File: src/rtl/rotate_scan_ctrl_if.sv
// Signal bundle between the frame sequencer and its environment: rotation
// engine request/response, image memory read port and the output pixel stream.
interface rotate_scan_ctrl_if #(
  parameter int IMAGE_COOR_BIT = 7,
  parameter int ANG_WIDTH      = 9,
  parameter int ADDR_BIT       = 12,
  parameter int PIX_WIDTH      = 8
);
  logic                          o_rot_start;
  logic [IMAGE_COOR_BIT-1:0]     o_rot_H;
  logic [IMAGE_COOR_BIT-1:0]     o_rot_V;
  logic signed [ANG_WIDTH-1:0]   o_rot_angle;
  logic                          i_rot_done;
  logic [IMAGE_COOR_BIT-1:0]     i_rot_H;
  logic [IMAGE_COOR_BIT-1:0]     i_rot_V;
  logic                          i_rot_outOfRange;

  logic                          o_mem_rd_en;
  logic [ADDR_BIT-1:0]           o_mem_addr;
  logic [PIX_WIDTH-1:0]          i_mem_rdata;

  // Pixel stream: a beat transfers on a cycle where o_pix_valid and i_pix_ready
  // are both high; once raised, valid and its payload hold until that transfer.
  logic                          o_pix_valid;
  logic                          i_pix_ready;
  logic [PIX_WIDTH-1:0]          o_pix_data;
  logic [IMAGE_COOR_BIT-1:0]     o_pix_H;
  logic [IMAGE_COOR_BIT-1:0]     o_pix_V;

  modport master (
    output o_rot_start, o_rot_H, o_rot_V, o_rot_angle,
    input  i_rot_done, i_rot_H, i_rot_V, i_rot_outOfRange,
    output o_mem_rd_en, o_mem_addr,
    input  i_mem_rdata,
    output o_pix_valid, o_pix_data, o_pix_H, o_pix_V,
    input  i_pix_ready
  );

  modport slave (
    input  o_rot_start, o_rot_H, o_rot_V, o_rot_angle,
    output i_rot_done, i_rot_H, i_rot_V, i_rot_outOfRange,
    input  o_mem_rd_en, o_mem_addr,
    output i_mem_rdata,
    input  o_pix_valid, o_pix_data, o_pix_H, o_pix_V,
    output i_pix_ready
  );
endinterface

File: src/rtl/rotate_scan_ctrl.sv
// Raster-scans a square frame, requests one rotation per destination pixel,
// fetches the source pixel (or background) and streams the rotated frame out.
module rotate_scan_ctrl #(
  parameter int                   IMAGE_SIZE     = 60,
  parameter int                   IMAGE_COOR_BIT = 7,
  parameter int                   ANG_WIDTH      = 9,
  parameter int                   ADDR_BIT       = 12,
  parameter int                   PIX_WIDTH      = 8,
  parameter logic [PIX_WIDTH-1:0] BG_PIXEL       = '0
) (
  input  logic                        i_clk,
  input  logic                        i_rst,
  input  logic                        i_frame_start,
  input  logic signed [ANG_WIDTH-1:0] i_angle,
  output logic                        o_busy,
  output logic                        o_frame_done,
  output logic [2:0]                  o_dbg_state,
  rotate_scan_ctrl_if.master          bus
);

  typedef enum logic [2:0] {
    S_IDLE     = 3'd0,
    S_ISSUE    = 3'd1,
    S_WAIT_ROT = 3'd2,
    S_MEM_RD   = 3'd3,
    S_MEM_CAP  = 3'd4,
    S_OUT      = 3'd5
  } state_e;

  localparam logic [IMAGE_COOR_BIT-1:0] SIZE_C   = IMAGE_COOR_BIT'(IMAGE_SIZE);
  localparam logic [IMAGE_COOR_BIT-1:0] LAST_C   = IMAGE_COOR_BIT'(IMAGE_SIZE - 1);
  localparam logic [ADDR_BIT-1:0]       STRIDE_C = ADDR_BIT'(IMAGE_SIZE);

  state_e                      state_q, state_d;
  logic [IMAGE_COOR_BIT-1:0]   h_q, h_d;
  logic [IMAGE_COOR_BIT-1:0]   v_q, v_d;
  logic signed [ANG_WIDTH-1:0] angle_q, angle_d;
  logic [ADDR_BIT-1:0]         addr_q, addr_d;
  logic [PIX_WIDTH-1:0]        pix_q, pix_d;
  logic                        frame_done_q, frame_done_d;
  logic                        src_oor;

  // The engine's own flag is not trusted alone: coordinates past the frame edge
  // would otherwise alias into a neighbouring row of the memory.
  assign src_oor = bus.i_rot_outOfRange || (bus.i_rot_H >= SIZE_C) || (bus.i_rot_V >= SIZE_C);

  always_comb begin
    state_d      = state_q;
    h_d          = h_q;
    v_d          = v_q;
    angle_d      = angle_q;
    addr_d       = addr_q;
    pix_d        = pix_q;
    frame_done_d = 1'b0;
    case (state_q)
      S_IDLE: begin
        if (i_frame_start) begin
          angle_d = i_angle;
          h_d     = '0;
          v_d     = '0;
          state_d = S_ISSUE;
        end
      end
      S_ISSUE: state_d = S_WAIT_ROT;
      S_WAIT_ROT: begin
        if (bus.i_rot_done) begin
          addr_d = ADDR_BIT'(bus.i_rot_V) * STRIDE_C + ADDR_BIT'(bus.i_rot_H);
          if (src_oor) begin
            pix_d   = BG_PIXEL;
            state_d = S_OUT;
          end else begin
            state_d = S_MEM_RD;
          end
        end
      end
      S_MEM_RD: state_d = S_MEM_CAP;
      S_MEM_CAP: begin
        pix_d   = bus.i_mem_rdata;
        state_d = S_OUT;
      end
      S_OUT: begin
        if (bus.i_pix_ready) begin
          state_d = S_ISSUE;
          if (h_q == LAST_C) begin
            h_d = '0;
            if (v_q == LAST_C) begin
              v_d          = '0;
              frame_done_d = 1'b1;
              state_d      = S_IDLE;
            end else begin
              v_d = v_q + 1'b1;
            end
          end else begin
            h_d = h_q + 1'b1;
          end
        end
      end
      default: state_d = S_IDLE;
    endcase
  end

  always_ff @(posedge i_clk or posedge i_rst) begin
    if (i_rst) begin
      state_q      <= S_IDLE;
      h_q          <= '0;
      v_q          <= '0;
      angle_q      <= '0;
      addr_q       <= '0;
      pix_q        <= '0;
      frame_done_q <= 1'b0;
    end else begin
      state_q      <= state_d;
      h_q          <= h_d;
      v_q          <= v_d;
      angle_q      <= angle_d;
      addr_q       <= addr_d;
      pix_q        <= pix_d;
      frame_done_q <= frame_done_d;
    end
  end

  // Request and output coordinates share the counters: both name the
  // destination pixel currently being produced.
  assign bus.o_rot_start = (state_q == S_ISSUE);
  assign bus.o_rot_H     = h_q;
  assign bus.o_rot_V     = v_q;
  assign bus.o_rot_angle = angle_q;
  assign bus.o_mem_rd_en = (state_q == S_MEM_RD);
  assign bus.o_mem_addr  = addr_q;
  assign bus.o_pix_valid = (state_q == S_OUT);
  assign bus.o_pix_data  = pix_q;
  assign bus.o_pix_H     = h_q;
  assign bus.o_pix_V     = v_q;
  assign o_busy          = (state_q != S_IDLE);
  assign o_frame_done    = frame_done_q;
  assign o_dbg_state     = state_q;

endmodule

File: src/flat_wrapper.sv
// flat-port wrapper written by rule: the top's interface ports become plain ports
module rotate_scan_ctrl_flat 
#(
  parameter int                   IMAGE_SIZE     = 60,
  parameter int                   IMAGE_COOR_BIT = 7,
  parameter int                   ANG_WIDTH      = 9,
  parameter int                   ADDR_BIT       = 12,
  parameter int                   PIX_WIDTH      = 8,
  parameter logic [PIX_WIDTH-1:0] BG_PIXEL       = '0
)
  (i_clk, i_rst, i_frame_start, i_angle, o_busy, o_frame_done, o_dbg_state, bus_o_rot_start, bus_o_rot_H, bus_o_rot_V, bus_o_rot_angle, bus_i_rot_done, bus_i_rot_H, bus_i_rot_V, bus_i_rot_outOfRange, bus_o_mem_rd_en, bus_o_mem_addr, bus_i_mem_rdata, bus_o_pix_valid, bus_o_pix_data, bus_o_pix_H, bus_o_pix_V, bus_i_pix_ready);
  rotate_scan_ctrl_if #(.IMAGE_COOR_BIT(IMAGE_COOR_BIT), .ANG_WIDTH(ANG_WIDTH), .ADDR_BIT(ADDR_BIT), .PIX_WIDTH(PIX_WIDTH)) bus_i ();
  input  logic i_clk;
  input  logic i_rst;
  input  logic i_frame_start;
  input  logic signed [ANG_WIDTH-1:0] i_angle;
  output logic o_busy;
  output logic o_frame_done;
  output logic [2:0] o_dbg_state;
  output wire logic [$bits(bus_i.o_rot_start)-1:0] bus_o_rot_start;
  output wire logic [$bits(bus_i.o_rot_H)-1:0] bus_o_rot_H;
  output wire logic [$bits(bus_i.o_rot_V)-1:0] bus_o_rot_V;
  output wire logic [$bits(bus_i.o_rot_angle)-1:0] bus_o_rot_angle;
  input wire logic [$bits(bus_i.i_rot_done)-1:0] bus_i_rot_done;
  input wire logic [$bits(bus_i.i_rot_H)-1:0] bus_i_rot_H;
  input wire logic [$bits(bus_i.i_rot_V)-1:0] bus_i_rot_V;
  input wire logic [$bits(bus_i.i_rot_outOfRange)-1:0] bus_i_rot_outOfRange;
  output wire logic [$bits(bus_i.o_mem_rd_en)-1:0] bus_o_mem_rd_en;
  output wire logic [$bits(bus_i.o_mem_addr)-1:0] bus_o_mem_addr;
  input wire logic [$bits(bus_i.i_mem_rdata)-1:0] bus_i_mem_rdata;
  output wire logic [$bits(bus_i.o_pix_valid)-1:0] bus_o_pix_valid;
  output wire logic [$bits(bus_i.o_pix_data)-1:0] bus_o_pix_data;
  output wire logic [$bits(bus_i.o_pix_H)-1:0] bus_o_pix_H;
  output wire logic [$bits(bus_i.o_pix_V)-1:0] bus_o_pix_V;
  input wire logic [$bits(bus_i.i_pix_ready)-1:0] bus_i_pix_ready;
  assign bus_o_rot_start = bus_i.o_rot_start;
  assign bus_o_rot_H = bus_i.o_rot_H;
  assign bus_o_rot_V = bus_i.o_rot_V;
  assign bus_o_rot_angle = bus_i.o_rot_angle;
  assign bus_i.i_rot_done = bus_i_rot_done;
  assign bus_i.i_rot_H = bus_i_rot_H;
  assign bus_i.i_rot_V = bus_i_rot_V;
  assign bus_i.i_rot_outOfRange = bus_i_rot_outOfRange;
  assign bus_o_mem_rd_en = bus_i.o_mem_rd_en;
  assign bus_o_mem_addr = bus_i.o_mem_addr;
  assign bus_i.i_mem_rdata = bus_i_mem_rdata;
  assign bus_o_pix_valid = bus_i.o_pix_valid;
  assign bus_o_pix_data = bus_i.o_pix_data;
  assign bus_o_pix_H = bus_i.o_pix_H;
  assign bus_o_pix_V = bus_i.o_pix_V;
  assign bus_i.i_pix_ready = bus_i_pix_ready;
  rotate_scan_ctrl #(.IMAGE_SIZE(IMAGE_SIZE), .IMAGE_COOR_BIT(IMAGE_COOR_BIT), .ANG_WIDTH(ANG_WIDTH), .ADDR_BIT(ADDR_BIT), .PIX_WIDTH(PIX_WIDTH), .BG_PIXEL(BG_PIXEL)) u_core (.i_clk(i_clk), .i_rst(i_rst), .i_frame_start(i_frame_start), .i_angle(i_angle), .o_busy(o_busy), .o_frame_done(o_frame_done), .o_dbg_state(o_dbg_state), .bus(bus_i));
endmodule
File: config.mk
export PLATFORM = sky130hd
export DESIGN_NAME = rotate_scan_ctrl_flat
export DESIGN_NICKNAME = d
export VERILOG_FILES = /design/src/rtl/rotate_scan_ctrl_if.sv /design/src/rtl/rotate_scan_ctrl.sv /design/src/flat_wrapper.sv
export SDC_FILE = /design/constraint.sdc
export NUM_CORES = 1
export LEC_CHECK = 0
export ABC_AREA = 1
export CORE_MARGIN = 4
export CORE_UTILIZATION = 51
export CTS_CLUSTER_DIAMETER = 80
export DETAILED_ROUTE_END_ITERATION = 8
export GPL_ROUTABILITY_DRIVEN = 0
export PLACE_DENSITY = 0.84
export SYNTH_ARGS = -nofsm -noshare
export SYNTH_HDL_FRONTEND = slang
export SYNTH_SLANG_ARGS = --single-unit
File: constraint.sdc
create_clock -name i_clk -period 3.3 [get_ports i_clk]
set_input_delay 0.495 -clock i_clk [delete_from_list [all_inputs] [get_ports i_clk]]
set_output_delay 0.495 -clock i_clk [all_outputs]
set_load 0.1 [all_outputs]
==> impl.org, run 1 <==
** Outcome
- Run status :: completed

** STA
- Fin. max-slew vios :: 0
- On the final layout, the worst clock skew is 8.558 ps.
- Slew of the pin with the lowest slew margin :: 1001 ps
- Measured against its own limit, the worst slew margin works out to 0.3305.
- Final setup violation count :: 0
- The tightest hold path in the finished design has a slack of 492.1 ps.
- Static timing analysis puts the maximum clock frequency at 313.3 MHz.
- Setup slack closes at 108.0 ps.
- Post-layout minimum cycle time :: 3192 ps
- Final hold viol count :: 0
- In the finished design, the share of the clock period the worst path needs comes to 0.9673.

** Critical path
- Counting both buffers and inverters, the worst setup path holds a total of 3.
- Of all nets on the critical path, the largest fanout is 4.
- On the critical path the largest part of the delay comes from adder cells.
- Worst setup EP type :: register
- Worst endpoint required time :: 3500 ps
- For this run, the slowest stage of the critical path takes 540 ps.
- By startpoint and endpoint, the worst setup path is classified as primary input to register.
- For this design, the slowest cell found on the critical path is sky130_fd_sc_hd__fa_1.
- At the worst endpoint, the arrival time is 3400 ps.
- In this design, the critical path's most frequently occurring cell is sky130_fd_sc_hd__nand2_1.
- Cell breakdown of the critical path :: clkdlybuf4s15_2, fa_2, fa_1, inv_1, fa_2, inv_2, ha_4, nand3_1, nand2_1, nand2_1, nand2_1, nand2_1, nor2_2, nand3b_1, nand3_1, nand2_1
- The worst setup path is launched from a primary input.

** Place
- Placed Cells :: 600
- Once placement finished, the instance area stood at 4479 um^2.
- Worst Setup Slack post-DPL :: -674.2 ps
- Once detailed placement completed, the half-perimeter wirelength came to 6.852 mm.
- IO Port Bufs :: 101

** Synthesis
- Mapped Avg Cell Area :: 8.028 um^2
- By count the netlist is led by sky130_fd_sc_hd__nand2_1, sky130_fd_sc_hd__inv_1, sky130_fd_sc_hd__dfrtp_1, sky130_fd_sc_hd__nand3_1, sky130_fd_sc_hd__o21ai_0.
- For this run, the register share of the synthesized area comes to 0.3565.
- By area, the combinational part of the netlist is dominated by simple AND/OR/NAND/NOR gates.
- Async SR Flop Fraction :: 1.000
- Proportion of netlist area held by the largest area contributor :: 0.3565
- In the post-synthesis netlist, the cell with the most instances is sky130_fd_sc_hd__nand2_1.
- Of the total synthesized cell area, the portion taken by AND, OR, NAND and NOR gates is 0.2226.
- The number of nets handed over by synthesis was 484.
- The cell count after synthesis came out at 411.
- The synthesized netlist occupies a cell area of 3299 um^2.
- Counting flops with a built-in enable in the synthesized netlist gives 0.
- Post-synth top flop :: sky130_fd_sc_hd__dfrtp_1
- Number of flip-flops and latches in the synthesized netlist :: 47
- Of the post-synthesis cell area, the part taken by muxes is 0.03072.
- Of the total synthesized cell area, the portion taken by full adders, half adders and majority gates is 0.1638.
- Yosys printed 0 warnings.
- Compound-gate portion of the synthesized area :: 0.08608
- Number of distinct library cells after synthesis :: 32
- Post-Synth XOR/XNOR Area :: 0.01593
- Ranked by total cell area, the synthesized netlist is headed by sky130_fd_sc_hd__dfrtp_1, sky130_fd_sc_hd__nand2_1, sky130_fd_sc_hd__ha_1, sky130_fd_sc_hd__inv_1, sky130_fd_sc_hd__fa_1.
- Area leader, netlist :: sky130_fd_sc_hd__dfrtp_1

** Worst hold path
- Classification of the worst-slack hold path :: register to register

** Final layout
- Summing all non-filler instances in the final layout gives an area of 4649 um^2.
- Summing all flip-flop and latch instances after layout gives 1176 um^2.
- Diodes inserted :: 0
- Area Overhead vs Synth :: 40.92%
- Multi-input gate area in the final layout :: 1772 um^2
- The layout has 469 filler cells.
- In the final layout, the share of cells above drive strength 1 is 0.1651.
- The count of cells in the finished layout, fillers not included, comes to 610.
- The final layout contains 605 nets.

** CTS
- Clock tree synthesis found a total of 47 sinks.
- Clock latency on the worst-skew pair :: 300 ps
- The H-tree was split into 2 levels.
- Number of buffers between clock root and the deepest sink :: 2
- TritonCTS created 5 clock buffers.
- Clock-pin slew was measured on the worst setup and hold paths at 100 ps.
- Clock tree from TritonCTS :: yes
- Root buffer cell :: sky130_fd_sc_hd__clkbuf_8

** GRT
- Global-route usage over all layers :: 0.2279
- Vias in the first global route :: 3008
- Entering global routing, the biggest net connects 48 pins.
- The first global-routing pass estimated 14.10 mm of wire.
- Initial antenna violation count :: 0
- The total overflow left after global routing is 0.

** Routing
- After detailed routing, the number of remaining DRC violations is 0.
- Antenna Violating Nets Remaining :: 0
- Total via count after detailed routing :: 3146
- WL/cell :: 14.45 um
- Per-cell via count in the routed design :: 5.157
- DR pass1 iterations :: 5
- Routed wire length :: 8.815 mm
- The first routing iteration left 125 violations.

** Die
- For this configuration, the core starts out at a cell density of 0.5226.
- Area of the die :: 7820 um^2
- The floorplan step set the die height to 88.43 um.
- Rows :: 29
- IO Count :: 102
- The floorplan step defined a core boundary enclosing 6314 um^2.
- Die Span X :: 88.43 um

** Run
- Number of violations of the max-capacitance limit :: 0
-- final cells by class --
type                    instances  share of cell area
flip-flops and latches         47              0.2530
inverters                      76             0.06136
clock inverters                 3            0.009957
clock buffers                   5             0.01480
well taps                      77             0.02072
multi-input cells             270              0.3811
repair buffers                132              0.2592
-- cells by family after synthesis --
| family | count (synthesis) |
|---|---|
| AO/OA/AOI/OAI | 51 |
| XOR/XNOR | 6 |
| adder cells (fa/ha/maj) | 36 |
| buffers and inverters | 94 |
| flip-flops | 47 |
| multiplexers | 9 |
| AND/OR/NAND/NOR | 168 |
-- path summary, 6_finish.rpt --
check                                          from                         to  slack, ps  cells after the start
max reg2reg                   u_core.o_dbg_state[2]      u_core.bus.o_pix_V[4]       1050                      9
min in group asynchronous                     i_rst      u_core.bus.o_pix_V[6]        730                      2
max in group asynchronous                     i_rst   u_core.bus.o_pix_data[7]       1960                      2
min reg2reg                u_core.bus.o_mem_addr[2]   u_core.bus.o_mem_addr[2]        490                      2
max                                  bus_i_rot_V[1]  u_core.bus.o_mem_addr[10]        110                     16
min                        u_core.bus.o_mem_addr[2]   u_core.bus.o_mem_addr[2]        490                      2
-- placed cells by master, fill, tap and decap left out, types with 2 or more instances in the layout --
cell                              Yosys  final
sky130_fd_sc_hd__inv_2                3      7
sky130_fd_sc_hd__o21a_1               2      2
sky130_fd_sc_hd__buf_4               15     43
sky130_fd_sc_hd__nor3_1              11      9
sky130_fd_sc_hd__inv_1               73     69
sky130_fd_sc_hd__o21ai_1              2      3
sky130_fd_sc_hd__clkbuf_2             0      2
sky130_fd_sc_hd__nor2_1              22     21
sky130_fd_sc_hd__clkbuf_8             0      5
sky130_fd_sc_hd__mux2_2               9      9
sky130_fd_sc_hd__xnor2_1              3      3
sky130_fd_sc_hd__a21oi_1             14     13
sky130_fd_sc_hd__clkdlybuf4s50_1      0     85
sky130_fd_sc_hd__nor3_2               0      2
sky130_fd_sc_hd__o21ai_0             26     25
sky130_fd_sc_hd__ha_4                 0      3
sky130_fd_sc_hd__fa_2                 0      2
sky130_fd_sc_hd__nand2_1             88     88
sky130_fd_sc_hd__nand3_1             34     34
sky130_fd_sc_hd__dfrtp_1             47     47
sky130_fd_sc_hd__xor2_1               3      3
sky130_fd_sc_hd__fa_1                12     10
sky130_fd_sc_hd__ha_1                24     21
sky130_fd_sc_hd__nand2_2              4      4
sky130_fd_sc_hd__nand4_1              5      5
-- what timing repair did --
action                                 4_1_cts  5_1_grt
setup endpoints to repair                    6        5
setup buffers                                1        1
resized for setup                           16        6
hold buffers                                 0        0
endpoints found under the hold margin        0        0
pin swaps                                   12        7
-- flip-flops by register name (all words and copies together) (netlist names) --
name                    count
u_core.bus.o_pix_H          7
u_core.bus.o_pix_data       8
u_core.bus.o_mem_addr      12
u_core.bus.o_pix_V          7
u_core.o_dbg_state          3
u_core.bus.o_rot_angle      9
u_core.o_frame_done         1
-- routing by layer --
metal,GRT usage,part of all wire
met5,0,0
met4,0.06593,0.023
met3,0.02886,0.054
met2,0.4092,0.52
met1,0.2870,0.40
-- tightest hold or removal path: stages, from the launching register on --
cell,delay (ps)
sky130_fd_sc_hd__dfrtp_1,350
sky130_fd_sc_hd__nand2_1,50
sky130_fd_sc_hd__nand2_1,60
-- stage by stage --
stage	util	setup TNS, ps
2_1_floorplan	-	0
3_3_place_gp	0.7095	-3016
3_5_place_dp	0.7095	-3758
4_1_cts	0.7342	0
5_1_grt	0.7364	-21.74
6_report	0.7364	0
Power of run 1 is left out: the tool's default activity adds up to more than one toggle a clock period on the data nets, which glitch-free logic cannot reach.
==> inputs of run 2 (changes only) <==
--- a/config.mk
+++ b/config.mk
@@ -12,6 +12,7 @@
 export DETAILED_ROUTE_END_ITERATION = 8
 export GPL_ROUTABILITY_DRIVEN = 0
 export PLACE_DENSITY = 0.84
+export REMOVE_ABC_BUFFERS = 1
 export SYNTH_ARGS = -nofsm -noshare
 export SYNTH_HDL_FRONTEND = slang
 export SYNTH_SLANG_ARGS = --single-unit
==> run 2 against run 1 <==
Effect of this change:
- critical path depth unchanged
- wire length is 0.88% lower
- final area grew 0.19%
- setup slack worse by 48 ps
- critical path type unchanged
- flip-flop and latch count is the same
- worst hold slack worse by 2.8 ps
- count of clock-buffer cells in the layout is the same
- sequential share of layout area hardly changed
- register-to-register slack better by 130 ps
- via count rose by 3.8%
- cell count up 0.66%
==> impl.org, run 2 (synthesis results as in run 1) <==
** Outcome
- Run status :: completed

** CTS
- The total clock buffers created by CTS came to 5 (unchanged).
- Number of buffers between clock root and the deepest sink :: 2 (unchanged)
- The number of H-tree levels is 2 (unchanged).
- TritonCTS built the clock tree.
- Clock-pin transition on the worst setup and hold timing paths :: 80 ps (-20 ps)
- Root buffer cell :: sky130_fd_sc_hd__clkbuf_8
- Clock sink total :: 47 (unchanged)
- The worst-skew pair later-pin latency is 300 ps (about the same).

** Die
- Die Span X :: 88.43 um (unchanged)
- The vertical die dimension came to 88.43 um (unchanged).
- Starting density of the core :: 0.5226 (unchanged)
- The cell row count came to 29 (unchanged).
- Core Box Area :: 6314 um^2 (unchanged)
- The count of pins on the block boundary came to 102 (unchanged).
- The area enclosed by the die boundary is 7820 um^2 (unchanged).

** Critical path
- STA classifies the critical path endpoint as a register.
- STA classifies the critical path startpoint as a primary input.
- The maximum fanout along the worst path came to 3 (-1).
- Count of cells along the worst register-to-register path :: 9 (unchanged)
- Largest delay share family, worst path :: adder cells
- Worst endpoint required time :: 3490 ps (about the same)
- The largest individual stage delay along the critical path comes from the cell sky130_fd_sc_hd__fa_1.
- Worst path arrival time :: 3430 ps (+30 ps)
- CP Depth :: 16 (unchanged)
- Cell breakdown of the critical path :: clkdlybuf4s15_2, fa_1, fa_1, inv_2, fa_2, xnor2_1, ha_1, nand2_1, inv_1, nand2_1, nand2_1, a21oi_2, buf_4, o21ai_0, nand3_1, nand2_1
- The worst setup path is of the primary input to register kind.
- CP dominant cell by count :: sky130_fd_sc_hd__nand2_1
- Number of buffer and inverter instances along the worst setup path :: 4 (+1)
- Largest incremental delay on the critical path :: 560 ps (+20 ps)

** Place
- The setup slack after placement was -662.2 ps (+11.91 ps).
- The number of input and output port buffers inserted came to 101 (unchanged).
- The post-detailed-placement half-perimeter wirelength is 6.912 mm (+0.88%).

** Routing
- The number of vias per cell is 5.316 (+3.1%).
- The detailed-route wire length was 8.737 mm (-0.88%).
- DR pass1 iterations :: 4 (-1)
- Total via count after detailed routing :: 3264 (+3.8%)
- The routed length per instance was 14.23 um (-1.5%).
- The antenna violation net count after detailed routing was 0 (unchanged).
- Remaining DRCs :: 0 (unchanged)
- The number of DRC violations after detailed-routing iteration 0 came to 235 (+88%).

** STA
- Slew of the pin with the lowest slew margin :: 1007 ps (+5.815 ps)
- The hold violation total from the final report came to 0 (unchanged).
- The final period demand of the worst path was 3240 ps (+48.25 ps).
- Fin. max-slew vios :: 0 (unchanged)
- Setup repair after global routing missed its margin :: yes
- The top achievable clock speed is 308.6 MHz (-1.5%).
- The final worst setup slack was 59.72 ps (-48.25 ps).
- Fin crit share :: 0.9819 (+0.01462)
- The largest clock skew in the final design came to 9.344 ps (+0.7854 ps).
- The remaining max-slew budget at the tightest pin came to 0.3266 (-0.003889).
- The final-report setup violation count came to 0 (unchanged).

** Final layout
- The fraction of layout cells with a size suffix above 1 is 0.1918 (+0.02670).
- Commonest non-fill, non-tap cells in the layout :: sky130_fd_sc_hd__nand2_1, sky130_fd_sc_hd__clkdlybuf4s50_1, sky130_fd_sc_hd__inv_1
- Fillcell total :: 458 (-2.3%)
- From synthesis to final layout, the design area changed by 41.18%.
- Diodes inserted :: 0 (unchanged)
- Most common library cell in the layout ignoring fill and taps :: sky130_fd_sc_hd__nand2_1
- Flip-flop count of the largest register, all copies and words added :: 12 (unchanged)
- The net total in the final layout is 609 (+0.66%).

** GRT
- met2 is the most crowded layer.
- The met1 usage was 0.2706 (-0.01636).
- The first-pass GRT wire length came to 14.16 mm (+0.39%).
- Global-route track usage on met2 :: 0.4256 (+0.01632)
- Overflow after GRT :: 0 (unchanged)
- Vias in the first global route :: 3140 (+4.4%)
- The initial antenna violation count came to 0 (unchanged).
- Met3 demand-to-capacity share in global routing :: 0.02980 (+0.0009311)
- The aggregate global-route resource usage was 0.2279 (about the same).
- The pin count of the biggest net entering global routing came to 48 (unchanged).

** Worst hold path
- Worst Hold Depth :: 2 (unchanged)
- The min-delay analysis places its worst path in the category register to register.

** Run
- Number of violations of the max-capacitance limit :: 0 (unchanged)
[run 2: cell count changes in the layout (fill, tap and decap cells not counted), moves of 2 or more]
cell	change
sky130_fd_sc_hd__nor3_1	+2
sky130_fd_sc_hd__a21oi_1	-4
sky130_fd_sc_hd__clkdlybuf4s50_1	-3
sky130_fd_sc_hd__nand2_2	+4
sky130_fd_sc_hd__a21oi_2	+4
sky130_fd_sc_hd__clkbuf_2	-2
sky130_fd_sc_hd__nor3_2	-2
sky130_fd_sc_hd__buf_2	+2
sky130_fd_sc_hd__clkinv_2	+2
sky130_fd_sc_hd__nand2_1	-4
sky130_fd_sc_hd__buf_4	+7
[run 2: worst paths after layout]
kind                                                from                         to  slack [ps]
worst max-delay path                      bus_i_rot_V[0]   u_core.bus.o_mem_addr[9]          60
worst min-delay path            u_core.bus.o_mem_addr[4]   u_core.bus.o_mem_addr[4]         490
worst max register to register     u_core.o_dbg_state[2]      u_core.bus.o_pix_V[4]        1180
worst min register to register  u_core.bus.o_mem_addr[4]   u_core.bus.o_mem_addr[4]         490
max in group asynchronous                          i_rst   u_core.bus.o_mem_addr[3]        1940
min in group asynchronous                          i_rst  u_core.bus.o_rot_angle[4]         750
[run 2: per-layer routing]
layer / share of wire / up-vias
met5: 0 / -
met3: 0.067 / 19
met2: 0.52 / 128
li1: - / 1553
met4: 0.020 / 0
met1: 0.40 / 1564
[run 2: layout make-up]
cell class / instances / area, um^2 / area share
Multi-Input combinational cell: 270 / 1787 / 0.3836
Timing Repair Buffer: 136 / 1226 / 0.2632
Sequential cell: 47 / 1176 / 0.2525
Inverter: 76 / 285.3 / 0.06124
Tap cell: 77 / 96.34 / 0.02068
Clock buffer: 5 / 68.82 / 0.01477
Clock inverter: 3 / 18.77 / 0.004029
[run 2: metrics by stage]
step	instance area (um^2)	hold slack, ps	util	cells	setup TNS, ps
after CTS	4624	493.1	0.7325	614	0
after global routing	4658	520.3	0.7378	614	-124.2
after global placement	4484	463.5	0.7103	603	-2881
after detailed placement	4484	472.5	0.7103	603	-3594
after floorplan	3174	603.9	-	393	-2111
final	4658	489.2	0.7378	614	0
[run 2: worst reg2reg max path, delay by kind of cell, from the launching register on]
kind / cells / cell delay [ps]
AOI/OAI and AO/OA: 2 / 180
and+or+nand+nor: 5 / 900
DFF: 1 / 630
buffers and inverters: 2 / 300
[run 2: repair_timing]
item                                    in CTS  in global routing
endpoints found under the hold margin        0                  0
resized for setup                           20                 15
pin swaps                                   13                  6
hold buffers                                 0                  0
setup buffers                                3                  0
gates cloned                                 0                  0
endpoints found under the setup margin       6                  6
Power of run 2 is left out for the same reason.
==> inputs of run 3 (changes only) <==
--- a/config.mk
+++ b/config.mk
@@ -6,13 +6,13 @@
 export NUM_CORES = 1
 export LEC_CHECK = 0
 export ABC_AREA = 1
-export CORE_MARGIN = 4
 export CORE_UTILIZATION = 51
 export CTS_CLUSTER_DIAMETER = 80
 export DETAILED_ROUTE_END_ITERATION = 8
 export GPL_ROUTABILITY_DRIVEN = 0
 export PLACE_DENSITY = 0.84
 export REMOVE_ABC_BUFFERS = 1
+export SETUP_SLACK_MARGIN = 0.5
 export SYNTH_ARGS = -nofsm -noshare
 export SYNTH_HDL_FRONTEND = slang
 export SYNTH_SLANG_ARGS = --single-unit
==> run 3 against run 2 <==
Effect of this change:
- die area shrank 13%
- first-iteration DRC count shrank 47%
- global-route usage grew 5.1 points
- sequential share of layout area shrank 0.62 points
- count of clock-buffer cells in the layout is the same
- critical path depth is the same
- critical endpoint is now u_core.bus.o_mem_addr[10]
- largest cell class unchanged
==> impl.org, run 3 (synthesis results as in run 1) <==
** STA
- Final setup violation count :: 0 (unchanged)
- The final cycle utilization of the critical path came to 0.9613 (-0.02058).
- The top achievable clock speed came to 315.2 MHz (+2.1%).
- Final hold viol count :: 0 (unchanged)
- Fin. max-slew vios :: 0 (unchanged)
- Headroom to the max-slew limit :: 0.3353 (+0.008709)
- The slew at the pin with the worst max-slew slack was 994.0 ps (-13.02 ps).
- Setup ws final :: 127.6 ps (+67.91 ps)
- Post-route clock skew :: 11.46 ps (+2.118 ps)
- Post-route setup TNS :: 0 ps (unchanged)
- Setup repair after global routing could not meet its margin everywhere.
- The final period demand of the worst path is 3172 ps (-67.91 ps).
- Worst hold-check slack :: 493.3 ps (+4.111 ps)

** Die
- Die Span X :: 82.43 um (-6.8%)
- The core outline area came to 6096 um^2 (-3.4%).
- The count of pins on the block boundary came to 102 (unchanged).
- The vertical die dimension came to 82.43 um (-6.8%).
- Starting density of the core :: 0.5413 (+0.01866)
- Rows :: 28 (-3.4%)
- Area of the die :: 6795 um^2 (-13%)

** Critical path
- Type of the worst setup path :: primary input to register
- The worst register-to-register path begins at u_core.o_dbg_state[2].
- Largest incremental delay on the critical path :: 610 ps (+50 ps)
- The depth of the worst register-to-register path came to 9 (unchanged).
- The maximum fanout along the worst path came to 4 (+1).
- Largest delay share family, worst path :: adder cells
- Number of buffer and inverter instances along the worst setup path :: 3 (-1)
- Sort of element at the start of the critical path :: primary input
- Worst path arrival time :: 3370 ps (-60 ps)
- Reg-to-Reg End :: u_core.bus.o_pix_V[4]
- Register-to-register path setup slack :: 1100 ps (-80 ps)
- CP dominant cell by count :: sky130_fd_sc_hd__nand2_2
- The signal on the critical path passes through buf_8, fa_2, fa_1, inv_2, fa_2, inv_2, ha_4, nand3_2, nand2_2, nand2_2, nand2_2, nand2_2, nor2_4, nand3b_1, nand3_1, nand2_1.
- Worst endpoint required time :: 3500 ps (about the same)
- STA classifies the critical path endpoint as a register.
- Crit-path slowest cell :: sky130_fd_sc_hd__fa_1

** Routing
- Total via count after detailed routing :: 3318 (+1.7%)
- The antenna violation net count after detailed routing was 0 (unchanged).
- The first-pass iteration count of the detailed router came to 5 (+1).
- The number of design rule violations left after detail routing is 0 (unchanged).
- The number of DRC violations after detailed-routing iteration 0 came to 125 (-47%).
- Per-cell via count in the routed design :: 5.439 (+2.3%)
- The routed length per instance is 15.67 um (+10%).
- The detailed-route wire length is 9.560 mm (+9.4%).

** CTS
- The clock slew at the register clock pins of the worst setup and hold paths was 90 ps (about the same).
- TritonCTS built the clock tree.
- The number of H-tree levels is 2 (unchanged).
- Root buffer cell :: sky130_fd_sc_hd__clkbuf_8
- Number of buffers inserted during clock tree synthesis :: 5 (unchanged)
- The clock sink count came to 47 (unchanged).
- Clock latency on the worst-skew pair :: 300 ps (about the same)
- The maximum buffer depth of the clock tree was 2 (unchanged).

** Final layout
- The library cells used most frequently in the layout, excluding fill and tap cells, are sky130_fd_sc_hd__clkdlybuf4s50_1, sky130_fd_sc_hd__nand2_1, sky130_fd_sc_hd__inv_1.
- The area growth from synthesis to layout is 44.75%.
- Diodes inserted :: 0 (unchanged)
- Multi-input gate area in the final layout :: 1891 um^2 (+5.8%)
- Sequential standard cell area :: 1176 um^2 (unchanged)
- The fraction of layout cells with a size suffix above 1 came to 0.2131 (+0.02128).
- The count of fill cells added during filler insertion came to 402 (-12%).
- The net total in the final layout was 608 (-0.16%).
- The flip-flop count of the largest register, all copies and words added was 12 (unchanged).
- The library cell used most frequently in the layout, excluding fill and tap cells, is sky130_fd_sc_hd__clkdlybuf4s50_1.

** Worst hold path
- The hold path depth is 2 (unchanged).
- Hold_sp :: u_core.bus.o_mem_addr[10]
- Classification of the worst-slack hold path :: register to register
- For hold timing, the worst endpoint is u_core.bus.o_mem_addr[10].

** GRT
- Vias in the first global route :: 3122 (-0.57%)
- The initial antenna violation count is 0 (unchanged).
- The first-pass GRT wire length was 14.26 mm (+0.73%).
- Largest net degree at the start of global routing :: 48 (unchanged)
- The global route total overflow was 0 (unchanged).
- Global-route usage over all layers :: 0.2791 (+0.05121)

** Place
- The setup slack after placement was -778.7 ps (-116.5 ps).
- IO Port Bufs :: 101 (unchanged)
- HPWL after DPL :: 6.608 mm (-4.4%)

** Run
- The count of maximum capacitance violations was 0 (unchanged).

** Outcome
- The flow ran to the end, and the final reports show no timing, DRC or antenna violations.
run 3: final cells by class:
type	count	share of cell area
Timing Repair Buffer	135	0.2612
Sequential cell	47	0.2463
Clock buffer	5	0.01441
Multi-Input combinational cell	270	0.3959
Clock inverter	2	0.002882
Inverter	76	0.05973
Tap cell	75	0.01965
run 3: stage by stage:
step,area (um^2),util,cells
6_report,4776,0.7835,610
5_1_grt,4776,0.7835,610
4_1_cts,4657,0.7640,606
3_5_place_dp,4444,0.7291,595
3_3_place_gp,4444,0.7291,595
2_1_floorplan,3174,-,393
run 3: how the worst max path moves through the flow:
stage                     slack, ps             startpoint  cells past startpoint                        end
after floorplan                -550  u_core.o_dbg_state[0]                      4      u_core.o_dbg_state[2]
after global placement         -570         bus_i_rot_V[2]                     17  u_core.bus.o_mem_addr[11]
after detailed placement       -780         bus_i_rot_V[1]                     15  u_core.bus.o_mem_addr[11]
after CTS                        90         bus_i_rot_V[1]                     17  u_core.bus.o_mem_addr[11]
after global routing              6         bus_i_rot_V[0]                     17  u_core.bus.o_mem_addr[11]
final                           130         bus_i_rot_V[0]                     16  u_core.bus.o_mem_addr[10]
run 3: worst reg2reg max path: cells and delay by family (launching register included):
| family | cells | cell delay [ps] |
|---|---|---|
| flip-flops | 1 | 650 |
| AND/OR/NAND/NOR | 5 | 940 |
| AO/OA/AOI/OAI | 2 | 200 |
| buffers and inverters | 2 | 320 |
run 3: timing repair:
action / CTS / global route
hold buffers: 0 / 0
gates resized for setup: 40 / 24
setup buffers: 4 / 4
pin swaps: 22 / 17
endpoints found under the setup margin: 7 / 7
run 3: layer usage:
metal,vias to the layer above,global-route usage,part of all wire
li1,1548,-,-
met1,1558,0.3340,0.38
met2,169,0.4917,0.49
met3,43,0.05275,0.076
met4,0,0.1105,0.047
met5,-,0,0
Power of run 3 is left out for the same reason.
